===== src/rtl/idu_ins_queue.sv =====
// Decode-side receiver of the IFU->IDU fetch stream: a small FIFO of {ins,pc} beats,
// WFI parking FSM, and combinational RV32I field/immediate decode of the queue head.
module idu_ins_queue #(
    parameter int DEPTH = 2,
    parameter int XLEN  = 32
) (
    input  logic            clk,
    input  logic            rst,
    input  logic            start_vld,
    input  logic            alu_ifu_br_vld,
    input  logic            ifu_idu_vld,
    input  logic [31:0]     ifu_idu_ins,
    input  logic [XLEN-1:0] ifu_idu_pc,
    output logic            idu_ifu_rdy,
    output logic            idu_ifu_wfi,
    input  logic            alu_idu_rdy,
    output logic            idu_alu_vld,
    output logic [XLEN-1:0] idu_alu_pc,
    output logic [6:0]      idu_alu_opcode,
    output logic [4:0]      idu_alu_rd,
    output logic [2:0]      idu_alu_funct3,
    output logic [4:0]      idu_alu_rs1,
    output logic [4:0]      idu_alu_rs2,
    output logic [6:0]      idu_alu_funct7,
    output logic [31:0]     idu_alu_imm,
    output logic            idu_alu_ill
);

    localparam int AW = (DEPTH > 1) ? $clog2(DEPTH) : 1;
    localparam int CW = $clog2(DEPTH + 1);
    localparam logic [31:0] WFI_INS = 32'h1050_0073;

    typedef enum logic {ST_RUN, ST_WFI} state_t;

    state_t          state_q, state_d;
    logic [AW-1:0]   wr_ptr_q, wr_ptr_d;
    logic [AW-1:0]   rd_ptr_q, rd_ptr_d;
    logic [CW-1:0]   count_q, count_d;
    logic [31:0]     ins_mem [DEPTH];
    logic [XLEN-1:0] pc_mem  [DEPTH];

    logic        flush;
    logic        accept;
    logic        is_wfi;
    logic        push;
    logic        pop;
    logic [31:0] head_ins;

    assign flush       = start_vld | alu_ifu_br_vld;
    assign idu_ifu_rdy = (state_q == ST_RUN) && (count_q < CW'(DEPTH)) && !flush;
    assign idu_ifu_wfi = (state_q == ST_WFI);
    assign accept      = ifu_idu_vld & idu_ifu_rdy;
    assign is_wfi      = (ifu_idu_ins == WFI_INS);
    // The WFI word itself only changes state; it never occupies a slot.
    assign push        = accept & ~is_wfi;
    assign idu_alu_vld = (count_q != '0);
    assign pop         = idu_alu_vld & alu_idu_rdy & ~flush;

    always_comb begin
        wr_ptr_d = wr_ptr_q;
        rd_ptr_d = rd_ptr_q;
        count_d  = count_q;
        if (flush) begin
            wr_ptr_d = '0;
            rd_ptr_d = '0;
            count_d  = '0;
        end else begin
            if (push) wr_ptr_d = wr_ptr_q + AW'(1);
            if (pop)  rd_ptr_d = rd_ptr_q + AW'(1);
            case ({push, pop})
                2'b10:   count_d = count_q + CW'(1);
                2'b01:   count_d = count_q - CW'(1);
                default: count_d = count_q;
            endcase
        end
    end

    always_comb begin
        state_d = state_q;
        case (state_q)
            ST_RUN:  if (accept && is_wfi) state_d = ST_WFI;
            ST_WFI:  if (start_vld)        state_d = ST_RUN;
            default: state_d = ST_RUN;
        endcase
    end

    always_ff @(posedge clk) begin
        if (rst) begin
            state_q  <= ST_RUN;
            wr_ptr_q <= '0;
            rd_ptr_q <= '0;
            count_q  <= '0;
        end else begin
            state_q  <= state_d;
            wr_ptr_q <= wr_ptr_d;
            rd_ptr_q <= rd_ptr_d;
            count_q  <= count_d;
        end
    end

    // Storage needs no reset: contents are only observed while count is non-zero.
    always_ff @(posedge clk) begin
        if (push) begin
            ins_mem[wr_ptr_q] <= ifu_idu_ins;
            pc_mem[wr_ptr_q]  <= ifu_idu_pc;
        end
    end

    assign head_ins       = ins_mem[rd_ptr_q];
    assign idu_alu_pc     = pc_mem[rd_ptr_q];
    assign idu_alu_opcode = head_ins[6:0];
    assign idu_alu_rd     = head_ins[11:7];
    assign idu_alu_funct3 = head_ins[14:12];
    assign idu_alu_rs1    = head_ins[19:15];
    assign idu_alu_rs2    = head_ins[24:20];
    assign idu_alu_funct7 = head_ins[31:25];

    always_comb begin
        idu_alu_imm = '0;
        idu_alu_ill = 1'b0;
        case (head_ins[6:0])
            7'b0000011, 7'b0010011, 7'b1100111:
                idu_alu_imm = {{20{head_ins[31]}}, head_ins[31:20]};
            7'b0100011:
                idu_alu_imm = {{20{head_ins[31]}}, head_ins[31:25], head_ins[11:7]};
            7'b1100011:
                idu_alu_imm = {{20{head_ins[31]}}, head_ins[7], head_ins[30:25],
                               head_ins[11:8], 1'b0};
            7'b0110111, 7'b0010111:
                idu_alu_imm = {head_ins[31:12], 12'b0};
            7'b1101111:
                idu_alu_imm = {{12{head_ins[31]}}, head_ins[19:12], head_ins[20],
                               head_ins[30:21], 1'b0};
            7'b0110011, 7'b1110011, 7'b0001111:
                idu_alu_imm = '0;
            default:
                idu_alu_ill = 1'b1;
        endcase
    end

endmodule


===== config.mk =====
export PLATFORM = sky130hd
export DESIGN_NAME = idu_ins_queue
export DESIGN_NICKNAME = d
export VERILOG_FILES = /design/src/rtl/idu_ins_queue.sv
export SDC_FILE = /design/constraint.sdc
export NUM_CORES = 1
export LEC_CHECK = 0
export BUFFER_PORTS_ARGS = -buffer_cell sky130_fd_sc_hd__buf_2
export CAP_MARGIN = 10
export CORE_ASPECT_RATIO = 1.5
export CORE_UTILIZATION = 40
export CTS_BUF_LIST = sky130_fd_sc_hd__clkbuf_8
export CTS_CLUSTER_SIZE = 14
export DETAILED_ROUTE_END_ITERATION = 10
export MAX_ROUTING_LAYER = met4
export PLACE_DENSITY = 0.71
export REMOVE_ABC_BUFFERS = 1
export SYNTH_ARGS = -nofsm -noshare
export SYNTH_HDL_FRONTEND = slang
export SYNTH_SLANG_ARGS = --single-unit

===== constraint.sdc =====
create_clock -name clk -period 3.8 [get_ports clk]
set_input_delay 0.38 -clock clk [delete_from_list [all_inputs] [get_ports clk]]
set_output_delay 0.38 -clock clk [all_outputs]
set_load 0.01 [all_outputs]

# ---- Yosys cells after proc, flatten, opt, wreduce, memory -nomap -nowiden
# Memory sizes are Yosys's and may differ from the RTL's. A register that Yosys moved wholly into a read port is not among the register bits.
# Cells that the tools add are included.
dict set report classes {
  n_addsub 4
  magnitude_cmp 1
  eq_ne 14
  n_mux 12
  bitwise 8
  n_reduce_logical 10
}
# operator n
set ops {}
lappend ops {{$pmux W32 S5} 1}
lappend ops {{$eq A32 B29 Y1 const B} 1}
lappend ops {{$eq A7 B7 Y1 const B} 4}
lappend ops {{$eq A7 B6 Y1 const B} 3}
lappend ops {{$eq A7 B5 Y1 const B} 2}
lappend ops {{$reduce_or A11 Y1} 1}
lappend ops {{$mux W1} 9}
lappend ops {{$eq A7 B2 Y1 const B} 1}
lappend ops {{$eq A7 B4 Y1 const B} 1}
lappend ops {{$and A1 B1 Y1} 4}
lappend ops {{$pmux W2 S2} 1}
lappend ops {{$reduce_bool A2 Y1} 2}
lappend ops {{$reduce_or A2 Y1} 2}
lappend ops {{$logic_and A1 B1 Y1} 3}
lappend ops {{$not A1 Y1} 3}
lappend ops {{$reduce_or A3 Y1} 1}
lappend ops {{$add A1 B1 Y1 const B} 2}
lappend ops {{$add A2 B1 Y2 const B} 1}
lappend ops {{$eq A2 B1 Y1 const B} 1}
lappend ops {{$eq A2 B2 Y1 const B} 1}
lappend ops {{$lt A2 B2 Y1 const B} 1}
lappend ops {{$pmux W1 S2} 1}
lappend ops {{$sub A2 B1 Y2 const B} 1}
lappend ops {{$logic_not A1 Y1} 1}
lappend ops {{$or A1 B1 Y1} 1}
dict set report totals {
  ff_bits 5
  ramBits 128
  inputBits 70
  output_inout_bits 100
  wordCells 55
  memories 2
}
# name words word_bits rd rd_ports_with_merged_regs wr line_no
set memory_table {}
lappend memory_table {ins_mem 2 32 1 1 1 39} ;# logic [31:0] ins_mem [DEPTH];
lappend memory_table {pc_mem 2 32 1 1 1 40} ;# logic [XLEN-1:0] pc_mem [DEPTH];

# ---- Logic depth before layout (Yosys ltp)
# Gate-level depths: netlist of run 1.
dict set report logic_depth {
  depth_word 7
  ltp_mapped 7
  depth_no_buf 7
}

# ---- Worst setup path after synthesis of run 1
# Ideal clock, no wire load.
dict set report synth_timing {
  kind {input -> register}
  from {in alu_ifu_br_vld}
  to {mem ins_mem[0][0] (enable)}
  setup_time_ns 0.486
  t_arrival_ns 3.949
  path_slack_ns -0.636
  stages 4
  path_buffers 0
  cell_sequence {nor4_1 nand2_1 o21bai_1 nor2_1}
}
dict set report synth_between {
  elab_chain_cells 7
}
# element line_no
set synth_rtl {}
lappend synth_rtl {{start: declaration} 10} ;# input logic alu_ifu_br_vld,
lappend synth_rtl {{$or A1 B1 Y1} 49} ;# assign flush = start_vld | alu_ifu_br_vld;
lappend synth_rtl {{$logic_not A1 Y1} 50} ;# assign idu_ifu_rdy = (state_q == ST_RUN) && (count_q < CW'(DEPTH)) && !flush;
lappend synth_rtl {{$logic_and A1 B1 Y1} 50}
lappend synth_rtl {{$and A1 B1 Y1} 52} ;# assign accept = ifu_idu_vld & idu_ifu_rdy;
lappend synth_rtl {{$and A1 B1 Y1} 55} ;# assign push = accept & ~is_wfi;
lappend synth_rtl {{$mux W1} 103} ;# if (push) begin
lappend synth_rtl {{$mux W1 (implied by the code)} 104} ;# ins_mem[wr_ptr_q] <= ifu_idu_ins;
lappend synth_rtl {{end: declaration} 39}
# No other way between the ends.

==> impl_metrics.py, run 1 <==
metrics = {
    "floorplan": {
        "row_count": 52,
        "chipHeight_um": 147,
        "core_um2": 13600,
        "die_x_um": 98.8,
        "pin_count": 170,
        "die_area_um2": 14500,
        "initial_core_util_pct": 41.3,
    },
    "logic_synthesis": {
        "yosys-top-cells-count": "128 x edfxtp_1, 44 x mux2_2, 32 x inv_1",
        "syn_inst": 360,
        "synth_area_um2": 5620,
        "ys_seq_area_share_pct": 70.5,
        "yosysTopAreaCellShare_pct": 68.4,
        "synth_warnings": 0,
        "yosysTopAreaCell": "edfxtp_1",
        "synth.distinct_cells": 50,
        "synth_edf_count": 128,
        "yosysMostFrequentCell": "edfxtp_1",
        "ys_seq_elements": 134,
        "synthArstFlopShare_pct": 0,
        "synth_flop_cell": "edfxtp_1",
        "synthTopCellsByArea": "edfxtp_1 68%, mux2_2 8.8%, mux2i_1 3.6%, dfxtp_1 2.1%, inv_1 2.1%",
        "avgSynthCellArea_um2": 15.6,
    },
    "placed_design": {
        "place_congestion": 0.911,
        "dp_hpwl_mm": 9.27,
        "numPortBuffers": 169,
        "placed_cell_area_um2": 6670,
        "dpl.cell_count": 684,
    },
    "critical_path": {
        "crit_required_ps": 3420,
        "rrSetupSlack_ps": 1130,
        "crit_fanout": 56,
        "worstSetupEndpointType": "output pin",
        "startpoint_type": "register",
        "worstPathArrival_ps": 2880,
        "worstSetupPathType": "register to output pin",
    },
    "detailed_routing": {
        "dr.pass1.iters": 4,
        "drc": 0,
        "totalWireLength_mm": 12.7,
        "wl_per_cell_um": 17.7,
        "viasPerCell": 5.22,
        "ant_nets": 0,
        "vias": 3745,
        "drt_iter0_drc": 204,
    },
    "layout": {
        "layout-drive-gt1-share_pct": 46.9,
        "post-route-cell-area_um2": 7090,
        "syn_to_final_growth_pct": 26.1,
        "final_nets": 612,
        "utilization_pct": 52.1,
        "final_cells": 717,
    },
    "clock_network": {
        "htree_levels": 4,
        "clkLatencyLatePin_ps": 420,
        "cts_num_sinks": 134,
        "cts_buffers": 17,
        "cts_resized": 0,
        "cts_root_buf": "clkbuf_8",
        "cts_setup_buffers": 0,
        "cts_tree": "yes",
        "clock_path_buffers": 2,
        "clkTransAtPathRegs_ps": 80,
        "hold_buffers": 0,
    },
    "timing": {
        "setup_viol": 0,
        "min_period_over_period_pct": 85.9,
        "tightest_slew_ps": 1160,
        "tns_ps": 0,
        "finalClockSkew_ps": 8.58,
        "hold_viol_final": 0,
        "drv_slew": 0,
        "max_freq_ghz": 0.306,
        "max-slew-margin-rel_pct": 22.2,
        "fin_crit_ps": 3260,
        "rsz0062_at_grt": "no",
    },
    "global_route": {
        "antenna_found_initial": 1,
        "grt_first_pass_wirelength_mm": 19.0,
        "grt_pass1_vias": 3716,
        "track_usage_pct": 18.2,
        "grt_start_max_net_pins": 57,
        "grt-ovfl-total": 0,
    },
    "run": {
        "maxCapViolCount": 0,
    },
    "power": {
        "pwr_density_cell_nw_per_um2": 422,
        "total_power_mw": 2.99,
        "peakVddDrop_mv": 0.412,
        "power_leakage_nw": 2.72,
    },
    "min_path": {
        "hold_class": "primary input to register",
    },
    "outcome": {
        "status": "finished clean",
    },
}
[cell type report]
class | instances | area, µm²
diodes | 1 | 2.50
clock buffers | 17 | 234
clock inverters | 15 | 178
fillers | 1141 | 6510
inverters | 33 | 124
multi-input cells | 182 | 1480
flip-flops and latches | 134 | 3970
well taps | 162 | 203
repair buffers | 173 | 901
[per-layer routing]
metal,GRT usage (%),wire length [µm],vias to the layer above
li1,-,-,1758
met1,18.4,4690,1814
met2,33.1,7020,146
met3,4.38,716,27
met4,7.31,266,0
met5,-,0,-
[metrics by stage]
step | setup WS [ps] | hold slack (ps)
floorplan | -636 | 451
global placement | 1010 | 487
detailed placement | 949 | 493
CTS | 523 | 113
global route | 306 | 112
finish | 535 | 136
[sequential cells by signal, indices dropped and copies added, names as in the netlist, named ones only]
register / cells
pc_mem: 64
idu_ifu_wfi: 1
count_q: 2
ins_mem: 64
rd_ptr_q: 1
wr_ptr_q: 1
[path summary, 6_finish.rpt]
path              start         endpoint  cells after the start
max reg2reg  count_q[1]   ins_mem[0][13]                      5
min reg2reg    rd_ptr_q         rd_ptr_q                      2
min                 rst      idu_ifu_wfi                      2
max            register  idu_alu_imm[26]                      5
[kinds of logic after synthesis]
group | synth area share (%)
muxes | 12.6
buffers and inverters | 3.47
xor gates and xnor gates | 0.468
and+or+nand+nor | 6.52
DFF | 70.5
AOI/OAI and AO/OA | 6.17
adders and majority gates | 0.223
[critical path, stage by stage (launching register included)]
cell and delay (ps):
dfxtp_4 800, mux2i_1 490, a21oi_1 150, a22oi_2 630
o22ai_1 200, buf_2 190
[placed cells by master, fill, tap and decap left out, types with 4 or more instances in the layout]
cell type	Yosys	final
buf_2	6	169
edfxtp_1	128	128
mux2_2	44	44
inv_1	32	32
mux2i_1	20	20
clkbuf_8	0	17
o22ai_1	15	15
o21ai_0	13	13
nand2_1	12	12
nor2_1	13	11
nor4_1	5	5
clkinvlp_4	0	5
dfxtp_1	6	5
or3_1	4	4
nand3b_1	4	4
[where the power goes]
part,switching [mW],internal [mW],leakage (nW)
combinational,0.0835,0.0636,1.31
clock,0.544,0.651,0.195
sequential,0.00669,1.64,1.21
No activity file was read; power rests on OpenSTA's default activity.
==> inputs of run 2 (changes only) <==
--- a/config.mk
+++ b/config.mk
@@ -7,7 +7,8 @@
 export LEC_CHECK = 0
 export BUFFER_PORTS_ARGS = -buffer_cell sky130_fd_sc_hd__buf_2
 export CAP_MARGIN = 10
-export CORE_ASPECT_RATIO = 1.5
+export CORE_ASPECT_RATIO = 1.1
+export CORE_MARGIN = 4
 export CORE_UTILIZATION = 40
 export CTS_BUF_LIST = sky130_fd_sc_hd__clkbuf_8
 export CTS_CLUSTER_SIZE = 14
==> run 2 against run 1 <==
Fmax up 2.3%. Global-route usage is 1.6 points lower. Routed wire length is 0.48% lower. Die area rose by 10%. Total power is 2.2% higher. Flip-flop and latch count did not move. Non-clock buffer count increased by 1. Critical path type unchanged. Largest cell class unchanged.
==> impl_metrics.py, run 2 (synthesized netlist as in run 1, its figures left out) <==
metrics = {
    "clock_network": {
        "cts_resized": 0,
        "clkTransAtPathRegs_ps": 80,
        "cts_setup_buffers": 0,
        "cts_tree": "yes",
        "clock_path_buffers": 2,
        "cts_root_buf": "clkbuf_8",
        "htree_levels": 4,
        "cts_num_sinks": 134,
        "clkLatencyLatePin_ps": 420,
        "hold_buffers": 0,
        "cts_buffers": 17,
    },
    "layout": {
        "fillers": 1169,
        "final-seq-area_um2": 3970,
        "multi_input_area_um2": 1480,
        "syn_to_final_growth_pct": 26.7,
        "final_cell_mix": "169 x buf_2, 128 x edfxtp_1, 44 x mux2_2",
        "reg.largest.list": "ins_mem x64, pc_mem x64, count_q x2",
        "num_antenna_cells": 0,
        "final_nets": 613,
        "layout-drive-gt1-share_pct": 46.7,
        "mostFrequentLayoutCell": "buf_2",
    },
    "timing": {
        "hold_viol_final": 0,
        "min_period_over_period_pct": 84.0,
        "finalClockSkew_ps": 13.3,
        "max-slew-margin-rel_pct": 33.2,
        "tightest_slew_ps": 1000,
        "max_freq_ghz": 0.313,
        "rsz0062_at_grt": "no",
        "setup_viol": 0,
        "drv_slew": 0,
        "fin_crit_ps": 3190,
        "tns_ps": 0,
        "whs_ps": 134,
    },
    "floorplan": {
        "die_x_um": 121,
        "pin_count": 170,
        "row_count": 45,
        "die_area_um2": 16000,
        "chipHeight_um": 132,
        "initial_core_util_pct": 40.7,
        "core_um2": 13800,
    },
    "detailed_routing": {
        "viasPerCell": 4.94,
        "vias": 3668,
        "drt_iter0_drc": 212,
        "drc": 0,
        "dr.pass1.iters": 4,
        "totalWireLength_mm": 12.6,
        "wl_per_cell_um": 17.0,
        "ant_nets": 0,
    },
    "critical_path": {
        "worstPathArrival_ps": 2810,
        "crit_buf_inv": 2,
        "worstSetupEndpointType": "output pin",
        "crit_fanout": 37,
        "slowest_delay_ps": 640,
        "crit_chain": "buf_4 > or3_1 > o2111ai_2 > a22oi_2 > o22ai_1 > buf_2",
        "crit_required_ps": 3420,
        "worst_r2r_path_depth": 5,
        "crit_family": "compound AO/OA/AOI/OAI gates",
        "worstSetupPathType": "register to output pin",
        "cp_slowest_cell": "dfxtp_4",
        "cp.depth": 6,
        "startpoint_type": "register",
    },
    "power": {
        "pwr_density_cell_nw_per_um2": 429,
        "power_leakage_nw": 2.73,
        "peakVddDrop_mv": 0.329,
    },
    "global_route": {
        "grt_first_pass_wirelength_mm": 19.8,
        "grt_pass1_vias": 3784,
        "antenna_found_initial": 0,
        "grt_start_max_net_pins": 38,
        "grt-ovfl-total": 0,
        "track_usage_pct": 16.6,
    },
    "outcome": {
        "status": "finished clean",
    },
    "placed_design": {
        "numPortBuffers": 169,
        "place_congestion": 0.897,
        "dp_hpwl_mm": 9.31,
    },
    "min_path": {
        "hold_depth": 2,
        "hold_class": "primary input to register",
    },
    "run": {
        "maxCapViolCount": 0,
    },
}
-- run 2: final cells by class --
| cell class | count | area share [%] |
|---|---|---|
| Clock buffer | 17 | 3.29 |
| Sequential cell | 134 | 55.7 |
| Inverter | 33 | 1.74 |
| Clock inverter | 15 | 2.81 |
| Timing Repair Buffer | 174 | 12.4 |
| Multi-Input combinational cell | 182 | 20.7 |
| Tap cell | 188 | 3.30 |
-- run 2: routing by layer --
layer / up-vias / part of all wire (%) / global-route usage (%)
li1: 1763 / - / -
met1: 1743 / 43 / 20.6
met2: 152 / 50 / 26.5
met3: 10 / 5.9 / 4.21
met4: 0 / 1.1 / 5.35
met5: - / 0 / -
-- run 2: final timing paths --
| path | slack, ps | to | from |
|---|---|---|---|
| worst max-delay path | 610 | idu_alu_imm[25] | register |
| worst min-delay path | 130 | idu_ifu_wfi | rst |
| worst max register to register | 940 | ins_mem[0][11] | count_q[1] |
| worst min register to register | 520 | rd_ptr_q | rd_ptr_q |
-- run 2: per-stage QoR --
stage | setup WS (ps) | cell area [µm²] | utilization [%] | power (mW) | instances
finish | 609 | 7120 | 51.6 | 3.05 | 743
global route | 365 | 7120 | 51.6 | 3.19 | 743
CTS | 565 | 7120 | 51.6 | 3.09 | 743
detailed placement | 779 | 6690 | 48.5 | 1.83 | 711
global placement | 888 | 6690 | 48.5 | 1.82 | 711
floorplan | -636 | 5550 | - | 1.74 | 349
-- run 2: where the power goes --
part / switching [mW] / internal [mW] / total, mW
registers: 0.00624 / 1.64 / 1.65
logic: 0.0850 / 0.0626 / 0.148
clock network: 0.542 / 0.719 / 1.26
total: 0.633 / 2.42 / 3.05
==> inputs of run 3 (changes only) <==
==> constraint.sdc (replaced) <==
create_clock -name clk -period 2.9 [get_ports clk]
set_input_delay 0.29 -clock clk [delete_from_list [all_inputs] [get_ports clk]]
set_output_delay 0.29 -clock clk [all_outputs]
set_load 0.01 [all_outputs]
==> run 3 against run 2 <==
Clock skew fell by 2.0 ps. First-iteration DRC count down 17%. Die area did not move. Utilization is 0.41 points higher. Critical path depth unchanged. Combinational power up 32%. Largest power group unchanged. Design area rose by 0.79%. Setup slack got worse by 420 ps.
==> impl_metrics.py, run 3 (synthesized netlist as in run 1, its figures left out) <==
metrics = {
    "critical_path": {
        "crit_family": "flip-flops",
        "slowest_delay_ps": 600,
        "cp_slowest_cell": "dfxtp_4",
        "worstSetupEndpointType": "output pin",
        "startpoint_type": "register",
        "cp_common_cell": "a22oi_2",
        "worstSetupPathType": "register to output pin",
        "crit_required_ps": 2610,
        "crit_buf_inv": 2,
        "crit_fanout": 35,
        "worstPathArrival_ps": 2420,
        "crit_chain": "or3b_2 > a22oi_2 > a22oi_2 > buf_12 > o22ai_1 > buf_2",
    },
    "min_path": {
        "hold_class": "primary input to register",
    },
    "global_route": {
        "antenna_found_initial": 0,
        "grt_first_pass_wirelength_mm": 19.6,
        "grt_pass1_vias": 3739,
        "grt_start_max_net_pins": 36,
        "track_usage_pct": 16.5,
        "grt-ovfl-total": 0,
    },
    "detailed_routing": {
        "ant_nets": 0,
        "totalWireLength_mm": 12.8,
        "drc": 0,
        "vias": 3694,
        "wl_per_cell_um": 17.2,
        "viasPerCell": 4.95,
        "drt_iter0_drc": 176,
        "dr.pass1.iters": 4,
    },
    "outcome": {
        "status": "finished clean",
    },
    "layout": {
        "post-route-cell-area_um2": 7180,
        "layout-drive-gt1-share_pct": 47.2,
        "reg.largest.list": "ins_mem x64, pc_mem x64, count_q x2",
        "mostFrequentLayoutCell": "buf_2",
        "syn_to_final_growth_pct": 27.7,
        "utilization_pct": 52.0,
        "final_nets": 617,
        "final_cell_mix": "169 x buf_2, 128 x edfxtp_1, 44 x mux2_2",
        "num_antenna_cells": 0,
    },
    "floorplan": {
        "chipHeight_um": 132,
        "core_um2": 13800,
        "row_count": 45,
        "initial_core_util_pct": 40.7,
        "pin_count": 170,
        "die_x_um": 121,
        "die_area_um2": 16000,
    },
    "timing": {
        "drv_slew": 0,
        "hold_viol_final": 0,
        "whs_ps": 40.2,
        "tightest_slew_ps": 923,
        "finalClockSkew_ps": 11.3,
        "rsz0062_at_grt": "no",
        "tns_ps": 0,
        "min_period_over_period_pct": 93.3,
        "fin_crit_ps": 2710,
        "max_freq_ghz": 0.370,
        "max-slew-margin-rel_pct": 38.3,
        "setup_viol": 0,
    },
    "clock_network": {
        "clkLatencyLatePin_ps": 420,
        "clkTransAtPathRegs_ps": 70,
        "hold_buffers": 0,
        "htree_levels": 4,
        "clock_path_buffers": 2,
        "cts_buffers": 17,
        "cts_num_sinks": 134,
        "cts_root_buf": "clkbuf_8",
        "cts_tree": "yes",
    },
    "placed_design": {
        "place_congestion": 0.869,
        "placed_cell_area_um2": 6720,
        "numPortBuffers": 169,
        "dp_hpwl_mm": 9.32,
    },
    "power": {
        "total_power_mw": 3.93,
        "pwr_density_cell_nw_per_um2": 547,
        "peakVddDrop_mv": 0.389,
        "power_leakage_nw": 2.76,
    },
    "run": {
        "maxCapViolCount": 0,
    },
}
[run 3: cell count changes in the layout (fill, tap and decap cells not counted)]
cell / change
clkinv_1: -2
o2111ai_1: -1
inv_1: +2
o21ai_1: +1
clkinv_4: +1
o21ai_0: -1
buf_6: +1
o2111ai_2: +1
bufinv_16: -1
buf_12: +3
[run 3: final cells by class]
cell class,instances,area (µm²)
Fill cell,1192,6620
Sequential cell,134,3970
Multi-Input combinational cell,182,1480
Timing Repair Buffer,178,955
Tap cell,188,235
Clock buffer,17,234
Clock inverter,15,179
Inverter,33,124
[run 3: worst reg2reg max path, delay by kind of cell (launching register included)]
kind / cells / cell delay [ps]
AOI/OAI and AO/OA: 1 / 160
buffers and inverters: 2 / 500
DFF: 1 / 340
and+or+nand+nor: 3 / 1160
[run 3: report_power, final]
part	switching, mW	leakage (nW)	internal (mW)	total, mW
clock network	0.717	0.210	0.856	1.57
registers	0.00843	1.21	2.15	2.16
logic	0.111	1.34	0.0852	0.196
[run 3: routing by layer]
layer  wire length [µm]  global-route usage [%]  vias up
met4                191                    5.98        0
met5                  0                       -        -
met2               6380                    26.6      151
li1                   -                       -     1773
met1               5290                    19.7     1752
met3                963                    4.81       18
[run 3: path summary, 6_finish.rpt]
check	from	to	slack, ps	cells past startpoint
setup / recovery	register	idu_alu_imm[23]	190	6
hold / removal	rst	idu_ifu_wfi	40	2
setup reg to reg	count_q[1]	ins_mem[1][20]	420	6
hold reg to reg	wr_ptr_q	wr_ptr_q	520	2
[run 3: per-stage QoR]
stage / setup WS (ps) / std cells
floorplan: -1470 / 349
global placement: 376 / 712
detailed placement: 321 / 712
CTS: 2.48 / 744
global route: 14.2 / 747
finish: 194 / 747
[run 3: what timing repair did]
item	CTS	global route
setup buffers	0	3
gates resized for setup	1	2
pin swaps	0	3
setup endpoints to repair	8	30
